File: config.mk
export PLATFORM = sky130hd
export DESIGN_NAME = ulpi_tx_arbiter
export DESIGN_NICKNAME = d
export VERILOG_FILES = /design/src/rtl/ulpi_tx_arbiter.sv
export SDC_FILE = /design/constraint.sdc
export NUM_CORES = 1
export LEC_CHECK = 0
export BUFFER_PORTS_ARGS = -buffer_cell sky130_fd_sc_hd__clkbuf_2
export CORE_ASPECT_RATIO = 2
export CORE_MARGIN = 2
export CORE_UTILIZATION = 40
export CTS_CLUSTER_SIZE = 30
export DETAILED_ROUTE_END_ITERATION = 8
export SYNTH_ARGS = -nofsm -noshare
export SYNTH_HDL_FRONTEND = slang
export SYNTH_SLANG_ARGS = --single-unit
File: constraint.sdc
create_clock -name clk -period 2.1 [get_ports clk]
set_clock_uncertainty 0.05 [all_clocks]
set_input_delay 0.42 -clock clk [delete_from_list [all_inputs] [get_ports clk]]
set_output_delay 0.42 -clock clk [all_outputs]
set_load 0.01 [all_outputs]
File: src/rtl/ulpi_tx_arbiter.sv
// ulpi_tx_arbiter: owns the link-side transmit direction of the ULPI bus.
// Arbitrates between a register-write requester and a packet-transmit requester,
// sequences TX CMD / data / stp, and yields the bus immediately whenever dir rises.
// State advances only on ulpi_tick (one clk strobe per ULPI clock rising edge),
// except for the dir-triggered abort, which is taken on the next clk.
//
// Ports:
//   clk, n_rst                   system clock, asynchronous active-low reset
//   ulpi_tick                    one-clk strobe per ULPI clock rising edge
//   dir, nxt                     ULPI PHY handshake inputs
//   ulpi_data_out/_oe, stp       link-driven ULPI outputs
//   reg_req/addr/wdata           register-write request (addr/wdata latched at grant)
//   reg_done, reg_abort          1-clk registered completion / abort pulses
//   pkt_req/pid/byte/last        packet-transmit request (pid latched at grant)
//   pkt_byte_ack                 1-clk pulse: pkt_byte consumed
//   pkt_done, pkt_abort          1-clk registered completion / abort pulses
//   timeout_err                  1-clk pulse accompanying a timeout abort
module ulpi_tx_arbiter #(
    parameter int unsigned IDLE_GAP = 2,
    parameter int unsigned TIMEOUT  = 255
) (
    input  logic       clk,
    input  logic       n_rst,
    input  logic       ulpi_tick,
    input  logic       dir,
    input  logic       nxt,
    output logic [7:0] ulpi_data_out,
    output logic       ulpi_data_oe,
    output logic       stp,
    input  logic       reg_req,
    input  logic [5:0] reg_addr,
    input  logic [7:0] reg_wdata,
    output logic       reg_done,
    output logic       reg_abort,
    input  logic       pkt_req,
    input  logic [3:0] pkt_pid,
    input  logic [7:0] pkt_byte,
    input  logic       pkt_last,
    output logic       pkt_byte_ack,
    output logic       pkt_done,
    output logic       pkt_abort,
    output logic       timeout_err
);

    typedef enum logic [2:0] {
        StIdle, StRegCmd, StRegData, StPktCmd, StPktData, StStop, StAbort, StGap
    } state_e;

    localparam logic [7:0] GapLast = 8'(IDLE_GAP);
    localparam logic [7:0] TmoLast = 8'(TIMEOUT);

    state_e     state_q, state_d;
    logic       grant_pkt_q, grant_pkt_d;  // current/last grantee; also the tie-break memory
    logic [5:0] addr_q, addr_d;
    logic [7:0] wdata_q, wdata_d;
    logic [3:0] pid_q, pid_d;
    logic [7:0] tmo_q, tmo_d, tmo_inc;
    logic [7:0] gap_q, gap_d, gap_inc;
    logic       go_abort;
    logic       reg_done_d, reg_abort_d, pkt_ack_d, pkt_done_d, pkt_abort_d, tmo_err_d;
    logic       drive;
    logic       stp_raw;
    logic [7:0] bus;

    always_comb begin
        state_d     = state_q;
        grant_pkt_d = grant_pkt_q;
        addr_d      = addr_q;
        wdata_d     = wdata_q;
        pid_d       = pid_q;
        tmo_d       = tmo_q;
        gap_d       = gap_q;
        tmo_inc     = tmo_q + 8'd1;
        gap_inc     = gap_q + 8'd1;
        go_abort    = 1'b0;
        reg_done_d  = 1'b0;
        reg_abort_d = 1'b0;
        pkt_ack_d   = 1'b0;
        pkt_done_d  = 1'b0;
        pkt_abort_d = 1'b0;
        tmo_err_d   = 1'b0;

        case (state_q)
            StIdle: begin
                if (ulpi_tick && !dir && (reg_req || pkt_req)) begin
                    // On a tie the requester not served last wins.
                    if (reg_req && (!pkt_req || grant_pkt_q)) begin
                        grant_pkt_d = 1'b0;
                        addr_d      = reg_addr;
                        wdata_d     = reg_wdata;
                        state_d     = StRegCmd;
                    end else begin
                        grant_pkt_d = 1'b1;
                        pid_d       = pkt_pid;
                        state_d     = StPktCmd;
                    end
                    tmo_d = 8'd0;
                end
            end
            StRegCmd, StPktCmd: begin
                if (dir) begin
                    go_abort = 1'b1;
                end else if (ulpi_tick) begin
                    if (nxt) begin
                        state_d = (state_q == StRegCmd) ? StRegData : StPktData;
                    end else if (tmo_inc == TmoLast) begin
                        go_abort  = 1'b1;
                        tmo_err_d = 1'b1;
                    end else begin
                        tmo_d = tmo_inc;
                    end
                end
            end
            StRegData: begin
                if (dir) begin
                    go_abort = 1'b1;
                end else if (ulpi_tick && nxt) begin
                    state_d = StStop;
                end
            end
            StPktData: begin
                if (dir) begin
                    go_abort = 1'b1;
                end else if (ulpi_tick && nxt) begin
                    pkt_ack_d = 1'b1;
                    if (pkt_last) begin
                        state_d = StStop;
                    end
                end
            end
            StStop: begin
                if (dir) begin
                    go_abort = 1'b1;
                end else if (ulpi_tick) begin
                    reg_done_d = ~grant_pkt_q;
                    pkt_done_d = grant_pkt_q;
                    gap_d      = 8'd0;
                    state_d    = StGap;
                end
            end
            StAbort: begin
                if (ulpi_tick) begin
                    state_d = StIdle;
                end
            end
            StGap: begin
                if (ulpi_tick) begin
                    gap_d = gap_inc;
                    if (gap_inc == GapLast) begin
                        state_d = StIdle;
                    end
                end
            end
            default: state_d = StIdle;
        endcase

        // The abort pulse is issued on entry so it stays one clk wide while ABORT waits for a tick.
        if (go_abort) begin
            state_d     = StAbort;
            reg_abort_d = ~grant_pkt_q;
            pkt_abort_d = grant_pkt_q;
        end
    end

    always_ff @(posedge clk or negedge n_rst) begin
        if (!n_rst) begin
            state_q      <= StIdle;
            grant_pkt_q  <= 1'b1;
            addr_q       <= 6'd0;
            wdata_q      <= 8'd0;
            pid_q        <= 4'd0;
            tmo_q        <= 8'd0;
            gap_q        <= 8'd0;
            reg_done     <= 1'b0;
            reg_abort    <= 1'b0;
            pkt_byte_ack <= 1'b0;
            pkt_done     <= 1'b0;
            pkt_abort    <= 1'b0;
            timeout_err  <= 1'b0;
        end else begin
            state_q      <= state_d;
            grant_pkt_q  <= grant_pkt_d;
            addr_q       <= addr_d;
            wdata_q      <= wdata_d;
            pid_q        <= pid_d;
            tmo_q        <= tmo_d;
            gap_q        <= gap_d;
            reg_done     <= reg_done_d;
            reg_abort    <= reg_abort_d;
            pkt_byte_ack <= pkt_ack_d;
            pkt_done     <= pkt_done_d;
            pkt_abort    <= pkt_abort_d;
            timeout_err  <= tmo_err_d;
        end
    end

    // Bus outputs are combinational so dir can strip oe/stp in the same clk.
    always_comb begin
        drive   = 1'b0;
        stp_raw = 1'b0;
        bus     = 8'h00;
        case (state_q)
            StRegCmd:  begin drive = 1'b1; bus = {2'b10, addr_q};   end
            StRegData: begin drive = 1'b1; bus = wdata_q;           end
            StPktCmd:  begin drive = 1'b1; bus = {4'b0100, pid_q};  end
            StPktData: begin drive = 1'b1; bus = pkt_byte;          end
            StStop:    begin drive = 1'b1; stp_raw = 1'b1;          end
            default:   begin drive = 1'b0;                          end
        endcase
        ulpi_data_oe  = drive & ~dir;
        ulpi_data_out = ulpi_data_oe ? bus : 8'h00;
        stp           = stp_raw & ~dir;
    end

endmodule

Word level (Yosys, flattened, before mapping)

Cells that the tools add are included.

Flip-flop bits (word level): 44
Latch bits: 0
Memory bits (writable): 0
ROM bits: 0
Input port bits: 34
Output and inout port bits: 16
Logic and storage cells: 123
Memories kept: 0

Add/sub/neg operators: 2
Multiply operators: 0
Divide/modulo/power cells: 0
$lt $le $gt $ge: 0
Equal/unequal tests: 31
Shifts and indexed selects: 0
Multiplexer cells: 52
Bitwise gates (word level): 5
Reduce and logical (&&, ||, !) cells: 20

Operators with widths:

| kind                | count |
|---|---|
| $mux 8              | 9 |
| $mux 3              | 16 |
| $ne 3x3->1 const B  | 14 |
| $pmux 8 s2          | 2 |
| $pmux 8 s4          | 1 |
| $mux 1              | 21 |
| $pmux 3 s7          | 1 |
| $add 8x1->8 const B | 2 |
| $ne 2x2->1 const B  | 8 |
| $reduce_and 14->1   | 1 |
| $eq 3x3->1 const B  | 4 |
| $eq 8x2->1 const B  | 1 |
| $eq 8x8->1 const B  | 1 |
| $eq 3x2->1 const B  | 2 |
| $reduce_and 3->1    | 2 |
| $reduce_and 6->1    | 1 |
| $reduce_or 5->1     | 1 |
| $logic_and 1x1->1   | 4 |
| $reduce_and 4->1    | 1 |
| $reduce_bool 2->1   | 2 |
| $eq 3x1->1 const B  | 1 |
| $logic_not 3->1     | 1 |
| $not 1->1           | 3 |
| $reduce_or 3->1     | 1 |
| other kinds (7)     | 10 |

Logic depth before layout (Yosys ltp)

Word-level depth: 9
Mapped depth: 7
Gate-level depth less buffers: 6

Worst setup path after synthesis

Ideal clock, no wire load.

Kind: input port to flip-flop
Start: input dir
End: register pid_q[0]
Library setup time: 0.125 ns
Data arrival time: 1.964 ns
Required time: 1.925 ns
Setup slack: -0.039 ns
Stages on the path: 6
Path buffers: 2
Path through: clkbuf_1 -> nand2b_1 -> or4_1 -> buf_2 -> nor2_1 -> mux2_2

Word-level cells in the longest chain between the ends: 4

Ends and longest elaborated chain:

| element                           | RTL line | RTL |
|---|---|---|
| from (decl)                       | 25       | `input logic dir,` |
| $logic_not 1->1                   | 85       | `if (ulpi_tick && !dir && (reg_req \|\| pkt_req)) begin` |
| $logic_and 1x1->1 (2 in series)   | 85       |  |
| $reduce_and 3->1 (no source line) | --       |  |
| to (signal assigned)              | 185      | `pid_q <= pid_d;` |
| to (decl)                         | 56       | `logic [3:0] pid_q, pid_d;` |

No other way between the ends.
A chain may end at the register's enable or synchronous reset.

Worst setup path after layout

Start: register state_q[0]
End: output ulpi_data_out[0]

Word-level cells in the longest chain between the ends: 5
Elaborated cells between the ends (all ways): 10
Those cells by class: eq/ne: 5; mux: 3; bitwise: 1; reduce/logical: 1

Ends and longest elaborated chain:

| element                            | RTL line | RTL |
|---|---|---|
| from (decl)                        | 52       | `state_e state_q, state_d;` |
| from (signal assigned)             | 167      | `state_q <= StIdle;` |
| from (signal assigned)             | 181      | `state_q <= state_d;` |
| $eq 3x1->1 (tied with other cells) | 202      | `case (state_q)` |
| $reduce_or 5->1 (no source line)   | --       |  |
| $mux 1                             | 202      |  |
| $and 1x1->1                        | 210      | `ulpi_data_oe = drive & ~dir;` |
| $mux 8 (*)                         | 211      | `ulpi_data_out = ulpi_data_oe ? bus : 8'h00;` |
| to (decl)                          | 27       | `output logic [7:0] ulpi_data_out,` |

Every way passes the cells marked *; elsewhere a longest branch is shown, timed or not.

==> results.md <==
* Syn nets at between 300 and 400
* Die width at ~60 um
* Simple-Gate Fraction of Synth Area at between 10% and 20%
* Asr flop ratio synth at 100%
* # fillers at 550
* Synth Instances at 263
* Synthesis warning total at 0
* GRT Residual Overflow at 0
* Setup-failing EPs final at 6
* H-Tree Depth at 2
* TritonCTS clock tree: done
* Final #Nets at between 300 and 400
* Post-synthesis compound-gate area fraction at between 10% and 20%
* Unrepaired setup endpoints after global routing: yes
* Worst Path Arrival at approximately 1.7 ns
* Sequential power share at 34.8%
* Internal reg-to-reg setup slack at 0.04 ns
* Final min period at ~2.2 ns
* Most instantiated cells after synthesis: dfrtp_1 (43), nor2_1 (30), mux2_2 (22), o21ai_0 (18), nand2_1 (15)
* Largest net degree at the start of global routing at 29
* First-pass GRT wire length at 10700 um
* Slowest Stage Delay on Critical Path at 0.38 ns
* Worst path cell trace: buf_8 > buf_4 > mux2_2 > a22oi_2 > nor2_1 > a31oi_1 > nor2_1 > clkbuf_2
* Clk slew on worst S/H paths at around 0.060 ns
* Vias per cell at about 5.4
* Max Clk Rate at about 460 MHz
* Diodes inserted at 0
* Clock root buffer: clkbuf_16
* CP Capture Type: output pin
* Syn Area/Cell at around 9.5 sq um
* Fin cells at about 430
* Inst Count DP at 410
* Number of distinct library cells after synthesis at 52
* I/O Pins at 50
* Post-synthesis sequential area ratio at 43.9%
* Largest family of logic cells by synthesized area: simple AND/OR/NAND/NOR gates
* CP delay by family, top: flip-flops
* Clk network pwr share at 21.5%
* P_sw at between 1 and 1.5 mW
* Synth area leader: dfrtp_1
* Worst Tran Pin Value at between 0.5 and 0.6 ns
* DRC at 0
* Required time worst endpoint at around 1.6 ns
* Worst r2r path cells at 8
* Status: finished, violations left
* Core Region at 0.00606 sq mm
* Worst r2r src: state_q[0]
* Crit path max-delay cell type: dfrtp_1
* Most frequent CP cell: nor2_1
* Lkg Pwr at around 1.6 nW
* Worst vdd ir at 0.701 mV
* Crit path buf inv count at 3
* Clk buf depth at 2
* Vias in the first global route at around 2300
* Chip Height at approximately 120 um
* Tcrit/Tclk final at 104%
* Startpoint types: flop
* DR WL/cell at roughly 16 um
* Hold Vio Cnt, Final at 0
* Synth top area cells: dfrtp_1 (43%), mux2_2 (9.9%), nor2_1 (4.5%)
* Core Util, Final at about 56%
* DR pass1 iterations at 4
* Count leader, synth: dfrtp_1
* Comb power frac at ~44%
* Worst relative slew slack at 62.6%
* Hold Crit Class: in2async
* Area grow syn2layout at 34.5%
* Max_cap viols at 0
* Site Rows at 40
* Count of input and output buffers at 49
* Seq cells post-synth at 44
* DRT iter0 DRCs at 93
* Worst-path maximum fanout at 8
* ANT nets after route at 0
* P_int at ~2.4 mW
* Gr usage total at approximately a fifth
* Share of cells above drive strength 1 at between 40% and 50%
* Multiplexer share of the synthesized area at around a tenth
* Mapped cell area at between 0.002 and 0.003 sq mm
* Adder-cell area share of the yosys netlist at under 10%
* Failing checks: negative setup slack
* Setup ws final at -0.0835 ns
* Critical Path Start: state_q[0]
* Initial Util at between 40% and 50%
* Main synth FF type: dfrtp_1
* CP Class: reg2out
* Reg2Reg Capture Point: state_q[0]
* Clock Sinks at 44
* Post-synth top area share at approximately 43%
* TritonCTS Buffers at 5
* Initial antenna violation count at 0
* Synth Area in XOR/XNOR at 2.79%
* Power density over the cells at 1090 mW/mm^2
* Max Transition Viols Final at 0
* Setup TNS at -0.286 ns
* Switching power share of the total at 36.2%
* Clk Latency, worst-skew pair at roughly 0.28 ns
* Drt total wl at 6620 um
* HPWL reported at the end of detailed placement at roughly 5000 um
* Post-synth EDFFs at 0
* Vias after detailed routing at between 2000 and 2500
* GP Congestion at between 0.9 and 1
* Die area at roughly 0.007 sq mm
[cells by family (layout without fill, tap and decap cells)]
| family | count (synthesis) | in the layout |
|---|---|---|
| flops | 44 | 44 |
| buf+inv | 24 | 103 |
| compound gates | 65 | 65 |
| mux | 22 | 22 |
| fa+ha+maj | 4 | 4 |
| xor+xnor | 8 | 8 |
| simple gates | 96 | 96 |
[layout make-up]
type	instances	area, sq um	share of cell area [%]
multi-input cells	195	1420	42.0
flip-flops and latches	44	1100	32.6
repair buffers	87	571	16.9
clock buffers	7	143	4.22
well taps	84	105	3.11
inverters	8	30.0	0.889
clock inverters	1	7.51	0.222
[through the flow]
step / setup slack [ns] / hold WS (ns) / cell area [sq um] / power, mW
2_1_floorplan: -0.00785 / 0.0744 / 2520 / 2.15
5_1_grt: -0.172 / 0.101 / 3380 / 3.93
6_report: -0.0835 / 0.0623 / 3380 / 3.69
3_3_place_gp: 0.0534 / 0.381 / 3050 / 2.60
4_1_cts: -0.0566 / 0.0778 / 3250 / 3.53
3_5_place_dp: 0.0439 / 0.384 / 3050 / 2.62
[how the worst max path moves through the flow]
stage | to | depth (start not counted) | slack (ns)
final | ulpi_data_out[0] | 8 | -0.08
after global routing | ulpi_data_out[7] | 9 | -0.17
after global placement | tmo_q[2] | 5 | 0.05
after CTS | ulpi_data_out[3] | 7 | -0.06
after floorplan | pid_q[0] | 6 | -0.008
after detailed placement | tmo_q[3] | 5 | 0.04
[sequential cells by signal, indices dropped and copies added (netlist names)]
register,flops
pkt_byte_ack,1
gap_q,8
addr_q,6
pkt_done,1
reg_done,1
state_q,3
reg_abort,1
grant_pkt_q,1
pid_q,4
timeout_err,1
tmo_q,8
pkt_abort,1
wdata_q,8
[placed cells by master (no fill, tap or decap), types with 4 or more instances in the layout]
cell	instances
dfrtp_1	43
nand2_1	14
a22oi_2	6
xor2_1	4
clkbuf_16	5
inv_1	8
o21ai_0	15
buf_2	5
nand4_1	6
nand3_1	7
nor4_1	4
nor2_1	29
a31oi_1	10
nor3_1	8
buf_4	33
mux2_2	22
ha_1	4
clkbuf_2	44
[repair_timing]
action	4_1_cts	5_1_grt
cloned	0	0
gates resized for setup	8	28
pin swaps	0	7
endpoints found under the setup margin	7	22
buffers inserted	4	4
hold buffers	0	0
[power by group through the flow]
stage | clock [mW] | combinational [mW] | sequential (mW)
final | 0.793 | 1.61 | 1.28
after CTS | 0.811 | 1.45 | 1.27
after detailed placement | 0 | 1.34 | 1.28
after global placement | 0 | 1.33 | 1.27
after floorplan | 0 | 0.908 | 1.25
after global routing | 0.839 | 1.78 | 1.31
[metal layers]
| metal | vias up | global-route usage, % | wire length (um) |
|---|---|---|---|
| met5 | - | 0 | 0 |
| met4 | 0 | 7.85 | 117 |
| met3 | 9 | 2.79 | 151 |
| met2 | 51 | 39.7 | 3870 |
| met1 | 1136 | 21.0 | 2480 |
| li1 | 1121 | - | - |
No activity file was read; power rests on OpenSTA's default activity.
